## src/rtl/coax_pkg.sv

```systemverilog
// Shared definitions for the coax transmit path: frame state encoding and field lengths.
package coax_pkg;

  typedef enum logic [2:0] {
    IDLE,
    LQ,
    CV,
    SYNC,
    DATA,
    PARITY,
    END0,
    END1
  } coax_state_e;

  localparam int unsigned LQ_BITS     = 5;
  localparam int unsigned DATA_BITS   = 10;
  localparam int unsigned CV_BITS     = 2;
  localparam int unsigned BIT_CNT_MAX = (LQ_BITS > DATA_BITS) ? LQ_BITS : DATA_BITS;
  localparam int unsigned BIT_CNT_W   = $clog2(BIT_CNT_MAX);

  // Even parity over data plus parity bit.
  function automatic logic word_parity(input logic [DATA_BITS-1:0] word);
    return ^word;
  endfunction

endpackage

```

## src/rtl/coax_tx_bit_timer.sv

```systemverilog
// Bit-period timer: marks the first half of each bit time, the first clock and the last clock.
module coax_tx_bit_timer #(
  parameter int unsigned CLOCKS_PER_BIT = 8
) (
  input  logic clk,
  input  logic reset,
  output logic o_first_half,
  output logic o_bit_start,
  output logic o_end_strobe
);

  localparam int unsigned CNT_W = $clog2(CLOCKS_PER_BIT);
  localparam logic [CNT_W-1:0] CNT_LAST = CNT_W'(CLOCKS_PER_BIT - 1);
  localparam logic [CNT_W-1:0] CNT_HALF = CNT_W'(CLOCKS_PER_BIT / 2);

  logic [CNT_W-1:0] r_cnt;

  always_ff @(posedge clk or posedge reset) begin
    if (reset) begin
      r_cnt <= '0;
    end else if (o_end_strobe) begin
      r_cnt <= '0;
    end else begin
      r_cnt <= r_cnt + 1'b1;
    end
  end

  assign o_first_half = (r_cnt < CNT_HALF);
  assign o_bit_start  = (r_cnt == '0);
  assign o_end_strobe = (r_cnt == CNT_LAST);

endmodule

```

## src/rtl/coax_tx_sequencer.sv

```systemverilog
// Coax transmit framer: quiesce, code violation, sync/data/parity per word, ending sequence.
// Optional COAX_TX_PREEMPH_EN adds tx_delay, a copy of tx delayed by CLOCKS_PER_BIT/4 clocks.
module coax_tx_sequencer
  import coax_pkg::*;
#(
  parameter int unsigned CLOCKS_PER_BIT = 8
) (
  input  logic       clk,
  input  logic       reset,
  input  logic [9:0] tx_data,
  input  logic       tx_valid,
  output logic       tx_ready,
  output logic       tx_active,
  output logic       tx
`ifdef COAX_TX_PREEMPH_EN
  ,
  output logic       tx_delay
`endif
);

  localparam logic [BIT_CNT_W-1:0] LQ_LAST   = BIT_CNT_W'(LQ_BITS - 1);
  localparam logic [BIT_CNT_W-1:0] CV_LAST   = BIT_CNT_W'(CV_BITS - 1);
  localparam logic [BIT_CNT_W-1:0] DATA_LAST = BIT_CNT_W'(DATA_BITS - 1);

  coax_state_e          r_state, w_state_next;
  logic [BIT_CNT_W-1:0] r_bit_cnt;
  logic [9:0]           r_hold, r_shift;
  logic                 r_hold_full, r_parity;
  logic                 r_tx, r_active;
  logic                 w_tx_next, w_active_next;
  logic                 w_hs, w_unload, w_timer_rst;
  logic                 w_first_half, w_bit_start, w_end_strobe;

  // Timer is parked in IDLE so the first quiesce bit starts on a clean boundary.
  assign w_timer_rst = reset | (r_state == IDLE);

  coax_tx_bit_timer #(
    .CLOCKS_PER_BIT(CLOCKS_PER_BIT)
  ) u_bit_timer (
    .clk         (clk),
    .reset       (w_timer_rst),
    .o_first_half(w_first_half),
    .o_bit_start (w_bit_start),
    .o_end_strobe(w_end_strobe)
  );

  assign w_hs     = tx_valid & ~r_hold_full;
  assign w_unload = (r_state == SYNC) & w_bit_start;
  assign tx_ready = ~r_hold_full;

  always_ff @(posedge clk or posedge reset) begin
    if (reset) begin
      r_state <= IDLE;
    end else begin
      r_state <= w_state_next;
    end
  end

  always_comb begin
    w_state_next  = r_state;
    w_tx_next     = 1'b0;
    w_active_next = 1'b1;
    unique case (r_state)
      IDLE: begin
        w_active_next = 1'b0;
        if (r_hold_full || w_hs) w_state_next = LQ;
      end
      LQ: begin
        w_tx_next = ~w_first_half;
        if (w_end_strobe && (r_bit_cnt == LQ_LAST)) w_state_next = CV;
      end
      CV: begin
        // Flat low then flat high: no mid-bit transition marks the frame start.
        w_tx_next = (r_bit_cnt != '0);
        if (w_end_strobe && (r_bit_cnt == CV_LAST)) w_state_next = SYNC;
      end
      SYNC: begin
        w_tx_next = ~w_first_half;
        if (w_end_strobe) w_state_next = DATA;
      end
      DATA: begin
        w_tx_next = r_shift[9] ^ w_first_half;
        if (w_end_strobe && (r_bit_cnt == DATA_LAST)) w_state_next = PARITY;
      end
      PARITY: begin
        w_tx_next = r_parity ^ w_first_half;
        if (w_end_strobe) w_state_next = r_hold_full ? SYNC : END0;
      end
      END0: begin
        w_tx_next = w_first_half;
        if (w_end_strobe) w_state_next = END1;
      end
      END1: begin
        w_tx_next = 1'b1;
        if (w_end_strobe) w_state_next = IDLE;
      end
      default: begin
        w_active_next = 1'b0;
        w_state_next  = IDLE;
      end
    endcase
  end

  // Every advance lands on an end strobe, so any state change restarts the count.
  always_ff @(posedge clk or posedge reset) begin
    if (reset) begin
      r_bit_cnt <= '0;
    end else if (w_end_strobe) begin
      r_bit_cnt <= (w_state_next != r_state) ? '0 : r_bit_cnt + 1'b1;
    end
  end

  always_ff @(posedge clk or posedge reset) begin
    if (reset) begin
      r_hold      <= '0;
      r_hold_full <= 1'b0;
      r_shift     <= '0;
      r_parity    <= 1'b0;
    end else begin
      if (w_hs) begin
        r_hold      <= tx_data;
        r_hold_full <= 1'b1;
      end else if (w_unload) begin
        r_hold_full <= 1'b0;
      end
      if (w_unload) begin
        r_shift  <= r_hold;
        r_parity <= word_parity(r_hold);
      end else if ((r_state == DATA) && w_end_strobe) begin
        r_shift <= {r_shift[8:0], 1'b0};
      end
    end
  end

  always_ff @(posedge clk or posedge reset) begin
    if (reset) begin
      r_tx     <= 1'b0;
      r_active <= 1'b0;
    end else begin
      r_tx     <= w_tx_next;
      r_active <= w_active_next;
    end
  end

  assign tx        = r_tx;
  assign tx_active = r_active;

`ifdef COAX_TX_PREEMPH_EN
  localparam int unsigned DLY = CLOCKS_PER_BIT / 4;

  logic [DLY-1:0] r_dly;

  always_ff @(posedge clk or posedge reset) begin
    if (reset) begin
      r_dly <= '0;
    end else begin
      r_dly <= (r_dly << 1) | DLY'(r_tx);
    end
  end

  assign tx_delay = r_dly[DLY-1];
`endif

endmodule

```

## config.mk

```make
export PLATFORM = sky130hd
export DESIGN_NAME = coax_tx_sequencer
export DESIGN_NICKNAME = d
export VERILOG_FILES = /design/src/rtl/coax_pkg.sv /design/src/rtl/coax_tx_bit_timer.sv /design/src/rtl/coax_tx_sequencer.sv
export SDC_FILE = /design/constraint.sdc
export NUM_CORES = 1
export LEC_CHECK = 0
export CAP_MARGIN = 25
export CORE_MARGIN = 5
export CORE_UTILIZATION = 40
export CTS_CLUSTER_DIAMETER = 150
export DETAILED_ROUTE_END_ITERATION = 6
export RECOVER_POWER = 100
export SLEW_MARGIN = 20
export SYNTH_ARGS = -nofsm -noshare
export SYNTH_HDL_FRONTEND = slang
export SYNTH_SLANG_ARGS = --single-unit
```

## constraint.sdc

```tcl
create_clock -name clk -period 1.07 [get_ports clk]
set_clock_uncertainty 0.15 [all_clocks]
set_input_delay 0.107 -clock clk [delete_from_list [all_inputs] [get_ports clk]]
set_output_delay 0.107 -clock clk [all_outputs]
set_load 0.02 [all_outputs]
```

==> out/results.tsv, run 1 <==
metric	value	unit
Top Ports	16	
Max IR drop VDD	0.000714	V
RSZ-0062 raised after global routing	true	
Initial Util	0.418	
Worst Path Required	1.12	ns
fin crit share	2.08	
Yosys warnings	0	
Slew Limit Fails	0	
Placer Congestion	0.893	
htree depth	2	
clk sinks	34	
number of port buffers	15	
HP Class	input pin to asynchronous set/reset pin	
die height	77.9	um
CP Class	flop to flop	
Total GRT Usage	0.164	
total die area	6070	sq um
vias in the first global route	1602	
hpwl dp	3030	um
Final ANT Viol Nets	0	
worst skew pair latency	0.28	ns
critical path launch point type	flop	
post-DR vias/cell	5.20	
Cells after Synth	179	
reg2reg start	u_bit_timer.r_cnt[0]	
Adder-Cell Fraction of Synth Area	0.0475	
Final setup viols	38	
commonest cells after routing, fill and taps aside	buf_4, dfrtp_1, nand2_1	
synth unique cells	36	
Layout Nets	266	
power after layout	0.00293	W
drt first pass iters	4	
register area share after synthesis	0.462	
Routed WL per cell	16.6	um
leakage	1.24	nW
Slew @ Worst Pin	0.432	ns
DRC viols	0	
Final Critical Period	2.23	ns
largest net degree at the start of global routing	32	
Reg clk slew, reported paths	0.07	ns
Critical Path AT	2.27	ns
status	finished with violations	
Pwr per Cell Area	1010	nW/um^2
Crit. Startpoint	u_bit_timer.r_cnt[0]	
# rows	24	
Vias	1556	
Die W	77.9	um
root buffer selected by CTS	clkbuf_8	
mux cell area share after synthesis	0.135	
initial antenna violation count	0	
Synth Area in Compound Gates	0.126	
mean post-synth cell area	10.3	sq um
# Max-Cap Violations	0	
most common cell after layout, fill and taps aside	buf_4	
R2R Setup Slk	-1.16	ns
gr ovfl total	0	
Clock Tree Buf Depth	2	
Fmax achieved	449	MHz
Antenna diodes	0	
Rel. slew slack	0.712	
fraction of layout cells with a size suffix above 1	0.449	
Starting DRT DRC Count	85	
flops & latches, synth	34	
Routed WL	4970	um
Core Box Area	4410	sq um
Filler Cells Inserted	327	
final hold viol count	0	
failing checks	setup timing	
area of the mapped netlist	1840	sq um
PnR worst setup slack	-1.16	ns
worst-path maximum fanout	3	
largest family of logic cells by synthesized area	multiplexers	
first-pass GRT wire length	7910	um
Area growth, synth to finish	56.7	%
Net Count, Synth	199	
clock tree from TritonCTS	built	
post-synthesis xor/xnor area fraction	0.0428	
simple-gate share of the synthesized area	0.132	
Setup crit end kind	flop	
CTS Buf Count	5	
pre-CTS setup slack	-1.21	ns
critical path: stages, from the launching register on:
cell and delay [ns]:
dfrtp_1 0.42, ha_4 0.20, ha_4 0.16, nor2b_4 0.13, o311ai_4 0.22, o31ai_2 0.11, a22oi_2 0.22, mux2_4 0.36
o31ai_4 0.17
synth_stat cells:
| master | instances | area [sq um] |
|---|---|---|
| a21oi_1 | 6 | 30.0 |
| a22oi_2 | 1 | 12.5 |
| a31oi_1 | 3 | 18.8 |
| a41oi_1 | 1 | 8.76 |
| and3_4 | 1 | 11.3 |
| and3b_1 | 1 | 8.76 |
| buf_2 | 7 | 35.0 |
| buf_6 | 1 | 11.3 |
| clkbuf_1 | 2 | 7.51 |
| dfrtp_1 | 34 | 851 |
| ha_1 | 7 | 87.6 |
| inv_1 | 13 | 48.8 |
| mux2_1 | 10 | 113 |
| mux2_2 | 1 | 11.3 |
| mux2_4 | 1 | 15.0 |
| mux2i_1 | 11 | 110 |
| nand2_1 | 23 | 86.3 |
| nand2b_1 | 3 | 18.8 |
| nand3_1 | 3 | 15.0 |
| nand3b_1 | 1 | 7.51 |
| nand4b_1 | 1 | 8.76 |
| nor2_1 | 6 | 22.5 |
| nor2b_1 | 3 | 18.8 |
| nor3_1 | 4 | 20.0 |
| nor3_2 | 1 | 10.0 |
| nor3b_1 | 2 | 15.0 |
| o21a_1 | 1 | 7.51 |
| o21ai_0 | 3 | 15.0 |
| o21ai_1 | 13 | 65.1 |
| o21bai_1 | 1 | 7.51 |
| o2bb2ai_1 | 1 | 8.76 |
| o311ai_2 | 1 | 16.3 |
| o31ai_1 | 1 | 7.51 |
| o31ai_2 | 1 | 12.5 |
| o31ai_4 | 1 | 21.3 |
| xnor2_1 | 9 | 78.8 |
layer usage:
metal | GRT usage | part of all wire
met5 | 0 | 0
met4 | 0.0533 | 0.020
met3 | 0.0289 | 0.042
met2 | 0.255 | 0.48
met1 | 0.230 | 0.45
logic make-up (layout without fill, tap and decap cells):
kind of cell,count (synthesis),after routing
adders and majority gates,7,7
muxes,23,23
buffers and inverters,23,91
DFF,34,34
and+or+nand+nor,49,49
AOI/OAI and AO/OA,34,34
xor gates and xnor gates,9,9
cell type report:
class	count	area, sq um	share of cell area
multi-input combinational	122	1100	0.381
sequential	34	856	0.296
timing repair buffer	70	702	0.243
clock buffer	5	68.8	0.0238
tap	52	65.1	0.0225
inverter	13	51.3	0.0178
clock inverter	3	45.0	0.0156
stage by stage:
step                utilization  TNS, ns  hold WS, ns  instances  cell area (sq um)
floorplan                     -   -15.31       -0.217        179               1960
global placement          0.540   -20.37        0.243        273               2380
detailed placement        0.540   -21.69        0.285        273               2380
CTS                       0.624   -20.45       0.0519        293               2760
global route              0.654   -23.33        0.286        299               2890
finish                    0.654   -21.14        0.251        299               2890
registers in the layout, summed over array words and instances (netlist names):
| register | count |
|---|---|
| r_hold | 10 |
| r_shift | 10 |
| r_bit_cnt | 4 |
| r_state | 3 |
| u_bit_timer.r_cnt | 3 |
| r_hold_full | 1 |
| r_parity | 1 |
| tx | 1 |
| tx_active | 1 |
power by group:
part / switching, W / total [W] / internal, W
Combinational: 0.000147 / 0.000391 / 0.000244
Sequential: 0.0000321 / 0.00136 / 0.00133
Clock: 0.000483 / 0.00118 / 0.000692
path summary, 6_finish.rpt:
| path | depth (start not counted) | end |
|---|---|---|
| max | 8 | r_bit_cnt[1] |
| min | 3 | r_hold[7] |
| max reg2reg | 8 | r_bit_cnt[1] |
| min reg2reg | 3 | u_bit_timer.r_cnt[1] |
| max in group asynchronous | 3 | u_bit_timer.r_cnt[2] |
| min in group clk | 2 | r_hold[6] |
what timing repair did:
item / 4_1_cts / 5_1_grt
pin swaps: 6 / 7
gates cloned: 5 / 0
setup buffers: 6 / 9
endpoints found under the hold margin: 3 / 0
resized for setup: 49 / 29
endpoints found under the setup margin: 37 / 40
hold buffers: 1 / 0
Note: power is estimated with default switching activity, not from simulation.
==> run 2: changes to the inputs <==
Settings changed: TNS_END_PERCENT set to 50.
==> out/results.tsv, run 2 (synthesis gave the netlist of run 1 again) <==
metric	value	unit	change
first-pass GRT wire length	7420	um	-6.2%
crit-path leading delay family	compound AO/OA/AOI/OAI gates		
Starting DRT DRC Count	60		-29%
clock share of power	0.364		-0.037
pre-CTS setup slack	-1.19	ns	+0.0248 ns
Worst Path Required	1.12	ns	about the same
Setup crit end kind	flop		
Initial Util	0.418		unchanged
critical path's slowest cell	dfrtp_1		
initial antenna violation count	0		unchanged
switch share	0.241		+0.0149
Vias	1485		-4.6%
number of port buffers	15		unchanged
Pwr per Cell Area	1000	nW/um^2	-1.2%
fraction of layout cells with a size suffix above 1	0.407		-0.0428
# Max-Cap Violations	0		unchanged
critical-path cell list	ha_4 > ha_4 > nor2b_4 > o311ai_4 > o31ai_4 > a22oi_2 > mux2_4 > o31ai_4		
vias in the first global route	1515		-5.4%
die height	77.9	um	unchanged
DRC viols	0		unchanged
commonest cells after routing, fill and taps aside	dfrtp_1, buf_4, nand2_1		
Reg clk slew, reported paths	0.07	ns	about the same
Sequential Power Share	0.494		+0.029
Routed WL per cell	15.4	um	-7.5%
worst skew pair latency	0.29	ns	about the same
Final Critical Period	2.20	ns	-0.0318 ns
post-layout util	0.623		-0.0312
Area growth, synth to finish	49.2	%	
critical path launch point type	flop		
root buffer selected by CTS	clkbuf_8		
HP Class	input pin to asynchronous set/reset pin		
gr ovfl total	0		unchanged
NetSw	0.000664	W	+0.25%
clk sinks	34		unchanged
met1 Resource Use GR	0.220		-0.0105
Rel. slew slack	0.622		-0.0899
final hold viol count	0		unchanged
Combinational Power Share	0.143		+0.009
Clock Tree Buf Depth	2		unchanged
fin cells	293		-2.0%
# rows	24		unchanged
CP max stage delay	0.41	ns	about the same
leakage	1.17	nW	-5.1%
largest net degree at the start of global routing	24		-25%
Total GRT Usage	0.154		-0.0101
Fmax achieved	455	MHz	+1.4%
Slew Limit Fails	0		unchanged
Pint	0.00209	W	-7.7%
RSZ-0062 raised after global routing	true		
Critical Path AT	2.24	ns	-0.03 ns
fin crit share	2.05		-0.0297
Top Registers	r_hold x10, r_shift x10, r_bit_cnt x4		
htree depth	2		unchanged
Slew @ Worst Pin	0.567	ns	+0.135 ns
Core Box Area	4410	sq um	unchanged
drt first pass iters	4		unchanged
status	finished with violations		
Layout Nets	260		-2.3%
Top Ports	16		unchanged
post-DR vias/cell	5.07		-2.6%
met3 Use GR	0.0347		+0.00579
Antenna diodes	0		unchanged
CTS Buf Count	5		unchanged
Routed WL	4500	um	-9.4%
Max IR drop VDD	0.000654	V	-8.4%
clock tree from TritonCTS	built		
hpwl dp	3020	um	-0.33%
Placer Congestion	0.763		-15%
Placed Cells	274		+0.37%
worst-path maximum fanout	3		unchanged
TNS Setup	-19.55	ns	+1.59 ns
M2 GR Usage	0.227		-0.0284
most common cell after layout, fill and taps aside	dfrtp_1		
GRT Max-Usage Layer	met2		
failing checks	setup timing		
Final setup viols	37		-2.6%
Die W	77.9	um	unchanged
Final ANT Viol Nets	0		unchanged
total die area	6070	sq um	unchanged
PnR worst setup slack	-1.13	ns	+0.0318 ns
Buffers & Inverters on Critical Path	0		unchanged
power after layout	0.00275	W	-5.9%
CP Class	flop to flop		
==> run 2: cell types whose count changed in the layout (fill, tap and decap cells not counted), moves of 2 or more <==
cell | before | now
a21oi_1 | 4 | 6
a21oi_2 | 2 | 0
buf_16 | 3 | 1
buf_2 | 0 | 3
buf_4 | 35 | 30
buf_6 | 15 | 12
nor2_1 | 2 | 5
nor2_2 | 3 | 1
==> run 2: through the flow <==
| stage | hold WS [ns] | area [sq um] |
|---|---|---|
| 2_1_floorplan | -0.217 | 1910 |
| 3_3_place_gp | 0.266 | 2350 |
| 3_5_place_dp | 0.280 | 2350 |
| 4_1_cts | 0.0504 | 2640 |
| 5_1_grt | 0.271 | 2750 |
| 6_report | 0.267 | 2750 |
==> run 2: layout make-up <==
type	instances	area, sq um
tap	52	65.1
timing repair buffer	64	597
multi-input combinational	122	1090
sequential	34	855
clock buffer	6	82.6
clock inverter	2	12.5
fill	347	1660
inverter	13	48.8
==> run 2: power by group through the flow <==
stage	Combinational (W)	Clock (W)	Sequential [W]
5_1_grt	0.000427	0.00112	0.00137
3_3_place_gp	0.000353	0	0.00138
3_5_place_dp	0.000360	0	0.00139
4_1_cts	0.000365	0.00102	0.00136
2_1_floorplan	0.000189	0	0.00138
6_report	0.000392	0.00100	0.00136
==> run 2: routing by layer <==
metal	share of wire	vias to the layer above
li1	-	734
met3	0.026	8
met1	0.49	723
met2	0.47	20
met4	0.015	0
met5	0	-
==> run 2: worst register-to-register path, delay by kind of cell, from the launching register on <==
kind / cells / cell delay [ns]
fa+ha+maj: 2 / 0.34
compound gates: 4 / 0.72
flops: 1 / 0.41
mux: 1 / 0.36
simple gates: 1 / 0.12
==> run 2: repair_timing <==
action                                 CTS  global route
buffers inserted                         5             2
endpoints found under the hold margin    3             0
hold buffers                             1             0
cloned                                   3             0
gates resized for setup                 43            30
setup endpoints to repair               36            39
pin swaps                                6             2
==> run 2: final timing paths <==
kind	slack (ns)	from	to	depth (start not counted)
worst max-delay path	-1.13	u_bit_timer.r_cnt[0]	r_bit_cnt[1]	8
worst min-delay path	0.27	reset	tx_active	3
worst max register to register	-1.13	u_bit_timer.r_cnt[0]	r_bit_cnt[1]	8
worst min register to register	0.33	r_state[2]	u_bit_timer.r_cnt[2]	3
max in group asynchronous	-0.02	reset	u_bit_timer.r_cnt[1]	3
min in group clk	0.28	tx_data[2]	r_hold[2]	2
